--- src/rtl/seg7_scan_ctrl_if.sv ---
// Signal bundle between the value-producing application logic (master)
// and the seven-segment scan controller (slave).
interface seg7_scan_ctrl_if;
  logic        enable;
  logic        blank_lz;
  logic        load;
  logic [31:0] value;
  logic [3:0]  digit_bcd;
  logic [7:0]  anodes;
  logic        pending;
  logic        frame_start;

  modport master (
    output enable, blank_lz, load, value,
    input  digit_bcd, anodes, pending, frame_start
  );

  modport slave (
    input  enable, blank_lz, load, value,
    output digit_bcd, anodes, pending, frame_start
  );
endinterface

--- src/rtl/seg7_scan_ctrl.sv ---
// Eight-digit common-anode seven-segment scan controller. Walks the digits
// one slot at a time, feeds one nibble of the active value to the shared
// decoder and drives active-low anodes with a dead band at the start of
// each slot. New values are double-buffered and swap in only on a frame
// boundary so a frame never mixes two values.
module seg7_scan_ctrl #(
  parameter int unsigned COUNT_MAX   = 100000,
  parameter int unsigned DEAD_CYCLES = 4
) (
  input  logic               clk,
  input  logic               reset,
  seg7_scan_ctrl_if.slave    bus
);

  localparam int unsigned TW = (COUNT_MAX > 2) ? $clog2(COUNT_MAX) : 1;

  typedef enum logic [1:0] {
    PH_OFF,
    PH_BLANK,
    PH_DRIVE
  } phase_e;

  logic [TW-1:0] tick_cnt_q, tick_cnt_d;
  logic [2:0]    digit_idx_q, digit_idx_d;
  logic [31:0]   pend_val_q, pend_val_d;
  logic          pend_flag_q, pend_flag_d;
  logic [31:0]   act_val_q, act_val_d;
  // Registered copies of the mode inputs keep every output register-driven.
  logic          en_q;
  logic          blank_lz_q;

  logic          slot_end;
  logic          frame_end;
  logic          upper_zero;
  logic          digit_blank;
  phase_e        phase;

  assign slot_end  = (tick_cnt_q == TW'(COUNT_MAX - 1));
  assign frame_end = en_q && slot_end && (digit_idx_q == 3'd7);

  // Next-state: slot/digit counters plus the pending/active buffer swap.
  always_comb begin
    // NOTE: every variable gets a default first so no path leaves it unassigned, which would infer a latch.
    tick_cnt_d  = tick_cnt_q;
    digit_idx_d = digit_idx_q;
    pend_val_d  = pend_val_q;
    pend_flag_d = pend_flag_q;
    act_val_d   = act_val_q;

    if (!en_q) begin
      tick_cnt_d  = '0;
      digit_idx_d = '0;
    end else if (slot_end) begin
      tick_cnt_d  = '0;
      digit_idx_d = digit_idx_q + 3'd1;
    end else begin
      tick_cnt_d  = tick_cnt_q + TW'(1);
    end

    // Commit happens before the load so a load on the boundary edge waits
    // for the following boundary instead of tearing the current frame.
    if (pend_flag_q && (frame_end || !en_q)) begin
      act_val_d   = pend_val_q;
      pend_flag_d = 1'b0;
    end

    if (bus.load) begin
      pend_val_d  = bus.value;
      pend_flag_d = 1'b1;
    end
  end

  // State registers with asynchronous clear.
  always_ff @(posedge clk or posedge reset) begin
    // NOTE: sequential state uses non-blocking assignments so all registers update from pre-edge values.
    if (reset) begin
      tick_cnt_q  <= '0;
      digit_idx_q <= '0;
      // NOTE: the 32-bit value buffers are plain flops here and are cleared so a reset shows a dark, all-zero display.
      pend_val_q  <= '0;
      pend_flag_q <= 1'b0;
      act_val_q   <= '0;
      en_q        <= 1'b0;
      blank_lz_q  <= 1'b0;
    end else begin
      tick_cnt_q  <= tick_cnt_d;
      digit_idx_q <= digit_idx_d;
      pend_val_q  <= pend_val_d;
      pend_flag_q <= pend_flag_d;
      act_val_q   <= act_val_d;
      en_q        <= bus.enable;
      blank_lz_q  <= bus.blank_lz;
    end
  end

  // Slot phase decode: dark when off, dead band first, then drive.
  always_comb begin
    phase = PH_OFF;
    if (en_q) begin
      phase = (tick_cnt_q >= TW'(DEAD_CYCLES)) ? PH_DRIVE : PH_BLANK;
    end
  end

  // A digit is a leading zero when it and every digit to its left are zero.
  assign upper_zero  = ((act_val_q >> {digit_idx_q, 2'b00}) == 32'd0);
  assign digit_blank = blank_lz_q && (digit_idx_q != 3'd0) && upper_zero;

  assign bus.digit_bcd   = act_val_q[{digit_idx_q, 2'b00} +: 4];
  assign bus.anodes      = ((phase == PH_DRIVE) && !digit_blank) ?
                           ~(8'b1 << digit_idx_q) : 8'hFF;
  assign bus.pending     = pend_flag_q;
  assign bus.frame_start = en_q && (digit_idx_q == 3'd0) && (tick_cnt_q == '0);

endmodule

--- src/flat_wrapper.sv ---
// flat-port wrapper written by rule: the top's interface ports become plain ports
module seg7_scan_ctrl_flat 
#(
  parameter int unsigned COUNT_MAX   = 100000,
  parameter int unsigned DEAD_CYCLES = 4
)
  (clk, reset, bus_enable, bus_blank_lz, bus_load, bus_value, bus_digit_bcd, bus_anodes, bus_pending, bus_frame_start);
  seg7_scan_ctrl_if bus_i ();
  input  logic clk;
  input  logic reset;
  input wire logic [$bits(bus_i.enable)-1:0] bus_enable;
  input wire logic [$bits(bus_i.blank_lz)-1:0] bus_blank_lz;
  input wire logic [$bits(bus_i.load)-1:0] bus_load;
  input wire logic [$bits(bus_i.value)-1:0] bus_value;
  output wire logic [$bits(bus_i.digit_bcd)-1:0] bus_digit_bcd;
  output wire logic [$bits(bus_i.anodes)-1:0] bus_anodes;
  output wire logic [$bits(bus_i.pending)-1:0] bus_pending;
  output wire logic [$bits(bus_i.frame_start)-1:0] bus_frame_start;
  assign bus_i.enable = bus_enable;
  assign bus_i.blank_lz = bus_blank_lz;
  assign bus_i.load = bus_load;
  assign bus_i.value = bus_value;
  assign bus_digit_bcd = bus_i.digit_bcd;
  assign bus_anodes = bus_i.anodes;
  assign bus_pending = bus_i.pending;
  assign bus_frame_start = bus_i.frame_start;
  seg7_scan_ctrl #(.COUNT_MAX(COUNT_MAX), .DEAD_CYCLES(DEAD_CYCLES)) u_core (.clk(clk), .reset(reset), .bus(bus_i));
endmodule
--- config.mk ---
export PLATFORM = sky130hd
export DESIGN_NAME = seg7_scan_ctrl_flat
export DESIGN_NICKNAME = d
export VERILOG_FILES = /design/src/rtl/seg7_scan_ctrl_if.sv /design/src/rtl/seg7_scan_ctrl.sv /design/src/flat_wrapper.sv
export SDC_FILE = /design/constraint.sdc
export NUM_CORES = 1
export LEC_CHECK = 0
export BUFFER_PORTS_ARGS = -buffer_cell sky130_fd_sc_hd__buf_2
export CAP_MARGIN = 20
export CORE_UTILIZATION = 30
export DETAILED_ROUTE_END_ITERATION = 16
export PLACE_DENSITY = 0.54
export RECOVER_POWER = 50
export SLEW_MARGIN = 20
export SYNTH_ARGS = -nofsm -noshare
export SYNTH_HDL_FRONTEND = slang
export SYNTH_SLANG_ARGS = --single-unit
--- constraint.sdc ---
create_clock -name clk -period 3.08 [get_ports clk]
set_clock_uncertainty 0.15 [all_clocks]
set_input_delay 0.154 -clock clk [delete_from_list [all_inputs] [get_ports clk]]
set_output_delay 0.154 -clock clk [all_outputs]
set_load 0.03 [all_outputs]
==> run metrics, run 1 <==
fin crit share=94.1%; CTS buffer count=9; sequential-to-total area share from yosys stat=49.7%; Critical Path RT=about 2.8 ns; fill cell count=1,363; initial core utilization=a little under a third; Routed Antenna Nets=0; top cells by area, synth=dfrtp_1 50%, mux2_4 10%, mux2_2 9.0%; postcts setup bufs=0; Crit Path Max Fanout=16; post-layout instance area=about 0.0054 mm2; vias in the first global route=just over 3,000; Antenna Cells=0; CTS sink cnt=87; total core area=about 0.014 mm2; worst endpoint data arrival time=2.59 ns; CP bufs+invs=2; GRT Overall Usage=around 14%; Critical Path Start Type=flip-flop; chip width=around 120 um; FF+latch count, synth=between 80 and 90; crit-path cells=buf_4, nor4_1, a32oi_1, o32ai_1, o2111a_1, o211ai_1, nand3_1, buf_2; endpoints failing setup=0; worst skew pair latency=around 0.35 ns; grt ovf=0; Post-synth EDFFs=0; 1st-pass router iterations=4; leading area contributor after synthesis=dfrtp_1; Final Wtd Congestion=around 0.85; Synth Instances=approximately 350; Pwr Density=approximately 530 mW/mm2; placed cell area=~0.0048 mm2; Leak Pwr=0.00240 uW; total power=2890 uW; Clock H-tree levels=3; root buf cell=clkbuf_16; Std-Cell Rows=43; area grow syn2layout=23.6%; DR iter-0 viols=150; largest net degree at the start of global routing=46; fmax=0.345 GHz; critical path capture point type=output pin; Post-Syn Area=about 0.0044 mm2; fraction of registers with async set/reset=100%; slew margin rel.=-27.0%; violations in the final reports=max-capacitance violations, max-slew violations; status=finished with violations; max incr delay on CP=around 0.52 ns; Top delay family on crit path=compound AO/OA/AOI/OAI gates; routed len/inst=approximately 15 um; port bufs=50; post-layout minimum cycle time=just under 3 ns; Final Max Slew Viols=between 70 and 80; Synth top cells by count=87 x dfrtp_1, 36 x nor2_1, 35 x mux2_2; final wirelength=around 9600 um; CTS tree=done; clk slew on worst S/H paths=~0.060 ns; Vias=around 3,000; share of layout cells above drive strength 1=between 30 and 40%; Syn Area/Cell=~12 um2; RSZ-0062 raised after global routing=no; clock buffer depth=2; Hold Vio Cnt, Final=0; share of the synthesized area in the top cell type=around 50%; WS Path Type=flip-flop to output pin; maximum VDD drop=between 0.0003 and 0.0004 V; final net count=between 400 and 500; maxcap violations=2; HP Class=primary input to flip-flop; die area=roughly 0.015 mm2; Post-Syn Nets=just under 400; most common cell in the netlist=dfrtp_1; die height=about 120 um; I/O Pins=51; Synth cell types=44; Slew @ Worst Pin=1.89 ns; first-pass GRT wire length=about 16,000 um; setup TNS=0 ns; Remaining DRCs=0; initial antenna violation count=0; CP max stage cell=dfrtp_1; YS warnings=0; Via density=4.83; dominant synthesized flop cell=dfrtp_1; dpl hpwl=6740 um
[logic make-up after synthesis]
| family | share of synthesized area, % |
|---|---|
| simple gates | 13.7 |
| flops | 49.7 |
| mux | 23.4 |
| compound gates | 4.54 |
| buf+inv | 3.17 |
| xor+xnor | 3.20 |
| fa+ha+maj | 2.29 |
[what timing repair did]
action | in CTS | in global routing
endpoints found under the hold margin | 76 | 0
setup endpoints to repair | 1 | 4
hold buffers | 35 | 0
gates resized for setup | 1 | 2
[worst register-to-register path: cells and delay by family (launching register included)]
kind / cells / cell delay (ns)
simple gates: 4 / 1.00
flops: 1 / 0.44
mux: 1 / 0.44
fa+ha+maj: 1 / 0.24
compound gates: 1 / 0.19
[flip-flops by register name, indices dropped and copies added, names as in the netlist]
signal              count
u_core.bus.pending      1
u_core.act_val_q       32
u_core.pend_val_q      32
u_core.en_q             1
u_core.blank_lz_q       1
u_core.digit_idx_q      3
u_core.tick_cnt_q      17
[layout by cell type (no fill, tap or decap), types with 4 or more instances in the layout]
cell           instances
clkbuf_16              9
mux2_4                30
inv_1                  7
dlygate4sd3_1         35
dfrtp_1               86
nand2b_1               4
mux4_2                 8
xor2_1                 9
a21oi_1                7
ha_1                   8
nand3_1               15
nor3_1                10
xnor2_1                7
nand4_1                4
nor2_1                36
buf_2                 47
clkbuf_1               4
nor4_1                 7
nand2_1               26
mux2_2                35
[final cells by class]
cell class | instances | area [um2] | share of cell area [%]
Sequential cell | 87 | 2180 | 40.2
Multi-Input combinational cell | 242 | 2070 | 38.3
Clock buffer | 11 | 243 | 4.48
Timing Repair Buffer | 89 | 631 | 11.7
Tap cell | 180 | 225 | 4.16
Clock inverter | 5 | 33.8 | 0.624
Inverter | 8 | 31.3 | 0.578
[metal layers]
layer | global-route usage [%] | up-vias | wire, um
met5 | 0 | - | 0
met4 | 6.17 | 0 | 171
met3 | 3.76 | 13 | 393
met2 | 21.4 | 67 | 4500
met1 | 18.2 | 1499 | 4520
li1 | - | 1426 | -
[through the flow]
stage | setup slack, ns | util, % | instances | hold WS [ns]
6_report | 0.182 | 38.5 | 622 | 0.298
5_1_grt | 0.0170 | 38.5 | 622 | 0.305
4_1_cts | 0.0213 | 38.6 | 622 | 0.286
3_5_place_dp | 0.381 | 34.1 | 571 | 0.114
3_3_place_gp | 0.476 | 34.1 | 571 | 0.115
2_1_floorplan | 0.526 | - | 352 | 0.0354
[path summary, 6_finish.rpt]
kind | startpoint | endpoint | slack (ns) | depth (start not counted)
worst max-delay path | u_core.digit_idx_q[1] | bus_anodes[1] | 0.18 | 8
worst min-delay path | bus_enable | u_core.en_q | 0.30 | 2
worst max register to register | u_core.tick_cnt_q[0] | u_core.act_val_q[24] | 0.49 | 7
worst min register to register | u_core.pend_val_q[8] | u_core.pend_val_q[8] | 0.35 | 1
max in group asynchronous | reset | u_core.digit_idx_q[0] | 0.66 | 4
min in group asynchronous | reset | u_core.tick_cnt_q[15] | 0.67 | 3
[report_power, final]
group / internal (uW) / switching [uW]
logic: 276 / 185
registers: 1270 / 137
clock network: 567 / 448
Power figures use the tool's default switching activity.
==> inputs of run 2 (changes only) <==
- BUFFER_PORTS_ARGS: -buffer_cell sky130_fd_sc_hd__buf_2 -> unset
- CORE_UTILIZATION: 30 -> 40
- DONT_BUFFER_PORTS: unset -> 1
- PLACE_DENSITY: 0.54 -> 0.61
- clock period: 3.08 -> 3.5 ns (I/O delays scaled with it)
==> run 2 against run 1 <==
  * Clock power fell by 18%
  * Sequential cell count did not move
  * Sequential share of layout area rose by 2.7 points
  * Global-route usage rose by 4.3 points
  * The run still ends with max-capacitance violations, max-slew violations left
==> run metrics, run 2 (synthesized netlist as in run 1, its figures left out) <==
Remaining DRCs=0 (unchanged); WS Path Type=flip-flop to output pin (unchanged); routed len/inst=17.5 um (was 15.4 um); met3 WL=276 um (was 393 um); Crit Path Max Fanout=13 (was 16); crit-path cells=mux4_2, nor2_1, nor2_1, nor4_1, o211ai_1, nand3_1 (was buf_4, nor4_1, a32oi_1, o32ai_1, o2111a_1, o211ai_1, nand3_1, buf_2); CTS buffer count=9 (unchanged); Met1 Wirelength=4130 um (was 4520 um); max incr delay on CP=0.66 ns (was 0.52 ns); R2R cell count=8 (was 7); violations in the final reports=max-capacitance violations, max-slew violations (unchanged); initial core utilization=41.9% (was 31.2%); maximum VDD drop=0.000299 V (was 0.000302 V); fmax=0.311 GHz; share of layout cells above drive strength 1=25.8% (was 34.2%); post-layout minimum cycle time=3.22 ns; r2r startpoint=u_core.tick_cnt_q[0] (unchanged); Final Wtd Congestion=0.892 (was 0.854); Hold Slack=0.00441 ns (was 0.298 ns); Clock H-tree levels=3 (unchanged); maxcap violations=1 (was 2); clock buffer depth=2 (unchanged); most common cell after layout, fill and taps aside=dfrtp_1 (unchanged); Leak Pwr=0.00222 uW (was 0.00240 uW); critical path capture point type=output pin (unchanged); max layer used=met4 (unchanged); fin crit share=between 90 and 100%; I/O Pins=51 (unchanged); DR iter-0 viols=144 (was 150); largest net degree at the start of global routing=66 (was 46); RSZ-0062 raised after global routing=no (unchanged); Critical Path Start Type=flip-flop (unchanged); worst endpoint data arrival time=2.89 ns (was 2.59 ns); final wirelength=9250 um (was 9580 um); Worst Hold Path Cells=2 (unchanged); CP max stage cell=dfrtp_1 (unchanged); Vias=2,851 (was 3,005); Antenna Cells=0 (unchanged); Routed Antenna Nets=0 (unchanged); Switching Share=25.7% (was 26.7%); Top Registers=u_core.act_val_q (32), u_core.pend_val_q (32), u_core.tick_cnt_q (17) (unchanged); Critical Path RT=3.17 ns (was 2.78 ns); GRT Overall Usage=18.2% (was 13.9%); die height=107 um (was 123 um); worst skew pair latency=0.37 ns (was 0.35 ns); commonest non-fill, non-tap cells in the layout=86 x dfrtp_1, 36 x nor2_1, 35 x mux2_2, 35 x dlygate4sd3_1, 30 x mux2_4 (was 86 x dfrtp_1, 47 x buf_2, 36 x nor2_1); Switch Pwr=628 uW (was 769 uW); final net count=432 (was 482); CP bufs+invs=0 (was 2); port bufs=0 (was 50); Pint=1820 uW (was 2120 uW); hold worst-path end=u_core.bus.pending (was u_core.en_q); endpoints failing setup=0 (unchanged); Hold Vio Cnt, Final=0 (unchanged); initial antenna violation count=0 (unchanged); grt ovf=0 (unchanged); clock power share=33.9% (was 35.2%); reg2reg setup slack=0.84 ns (was 0.49 ns); slew margin rel.=-64.4% (was -27.0%); HP Class=primary input to flip-flop (unchanged); Crit path depth=6 (was 8); combinational share of power=15.5% (was 16.0%); Std-Cell Rows=37 (was 43); Via density=5.40 (was 4.83); setup TNS=0 ns (unchanged); Top delay family on crit path=simple AND/OR/NAND/NOR gates (was compound AO/OA/AOI/OAI gates); min-delay src=bus_load (was bus_enable); Slew @ Worst Pin=2.46 ns (was 1.89 ns); r2r endpoint=u_core.act_val_q[11] (was u_core.act_val_q[24]); dpl hpwl=6390 um (was 6740 um); vias in the first global route=3,076 (was 3,060); 1st-pass router iterations=4 (unchanged); CTS sink cnt=87 (unchanged); chip width=107 um (was 123 um); CTS tree=done (unchanged); postcts setup bufs=0 (unchanged); Pwr Density=482 mW/mm2 (was 533 mW/mm2); area grow syn2layout=15.8% (was 23.6%); first-pass GRT wire length=15,900 um (was 15,700 um); Crit path top cell by count=nor2_1; Final Max Slew Viols=66 (was 78); status=finished with violations (unchanged); clk slew on worst S/H paths=0.08 ns (was 0.06 ns); WL met2=4670 um (was 4500 um); Seq pwr share=50.6% (was 48.9%); die area=0.0114 mm2 (was 0.0151 mm2); root buf cell=clkbuf_8 (was clkbuf_16); total core area=0.0105 mm2 (was 0.0140 mm2)
-- run 2: cell types whose count changed in the layout (fill, tap and decap cells not counted), moves of 2 or more --
cell	before	now
clkbuf_16	9	0
and2_1	3	5
bufinv_16	0	3
and2_0	2	0
clkbuf_1	4	2
clkinvlp_4	2	0
buf_2	47	0
clkbuf_8	1	9
-- run 2: cell type report --
cell class / instances / area, um2
flip-flops and latches: 87 / 2180
fillers: 1003 / 5390
clock buffers: 11 / 131
clock inverters: 5 / 104
repair buffers: 39 / 393
well taps: 136 / 170
multi-input cells: 242 / 2060
inverters: 8 / 30.0
-- run 2: layer usage --
metal  track usage, %  up-vias
li1                 -     1321
met2             31.2       63
met5                0        -
met4             6.07        0
met3             4.74       12
met1             22.3     1455
-- run 2: worst max-delay path by stage --
stage,start,endpoint,slack [ns]
floorplan,reset,u_core.act_val_q[0],0.92
global placement,u_core.digit_idx_q[1],bus_anodes[2],0.71
detailed placement,u_core.digit_idx_q[1],bus_anodes[1],0.58
CTS,u_core.digit_idx_q[1],bus_anodes[1],0.16
global route,u_core.digit_idx_q[0],bus_anodes[2],0.08
finish,u_core.digit_idx_q[0],bus_anodes[1],0.28
-- run 2: metrics by stage --
stage / setup WS [ns] / cells / area, um2 / power, uW / util [%]
3_5_place_dp: 0.578 / 476 / 4470 / 1600 / 42.7
2_1_floorplan: 0.925 / 352 / 4380 / 1520 / -
5_1_grt: 0.0760 / 528 / 5070 / 2570 / 48.5
6_report: 0.285 / 528 / 5070 / 2450 / 48.5
4_1_cts: 0.161 / 528 / 5070 / 2480 / 48.5
3_3_place_gp: 0.707 / 476 / 4470 / 1590 / 42.7
-- run 2: worst register-to-register path: stages, from the launching register on --
cell     delay, ns
dfrtp_1       0.45
ha_1          0.24
and4_4        0.28
nand2_4       0.07
nor4_4        0.26
buf_4         0.19
a21bo_4       0.15
nand2_4       0.31
mux2_4        0.46
-- run 2: power by group through the flow --
stage | clock network [uW] | registers [uW] | logic (uW)
after floorplan | 0 | 1210 | 315
after global placement | 0 | 1260 | 333
after detailed placement | 0 | 1260 | 340
after CTS | 853 | 1240 | 383
after global routing | 890 | 1260 | 418
final | 829 | 1240 | 378
-- run 2: timing repair --
| item | in CTS | in global routing |
|---|---|---|
| gates resized for setup | 0 | 1 |
| hold endpoints to repair | 99 | 0 |
| endpoints found under the setup margin | 0 | 2 |
| hold buffers | 36 | 0 |
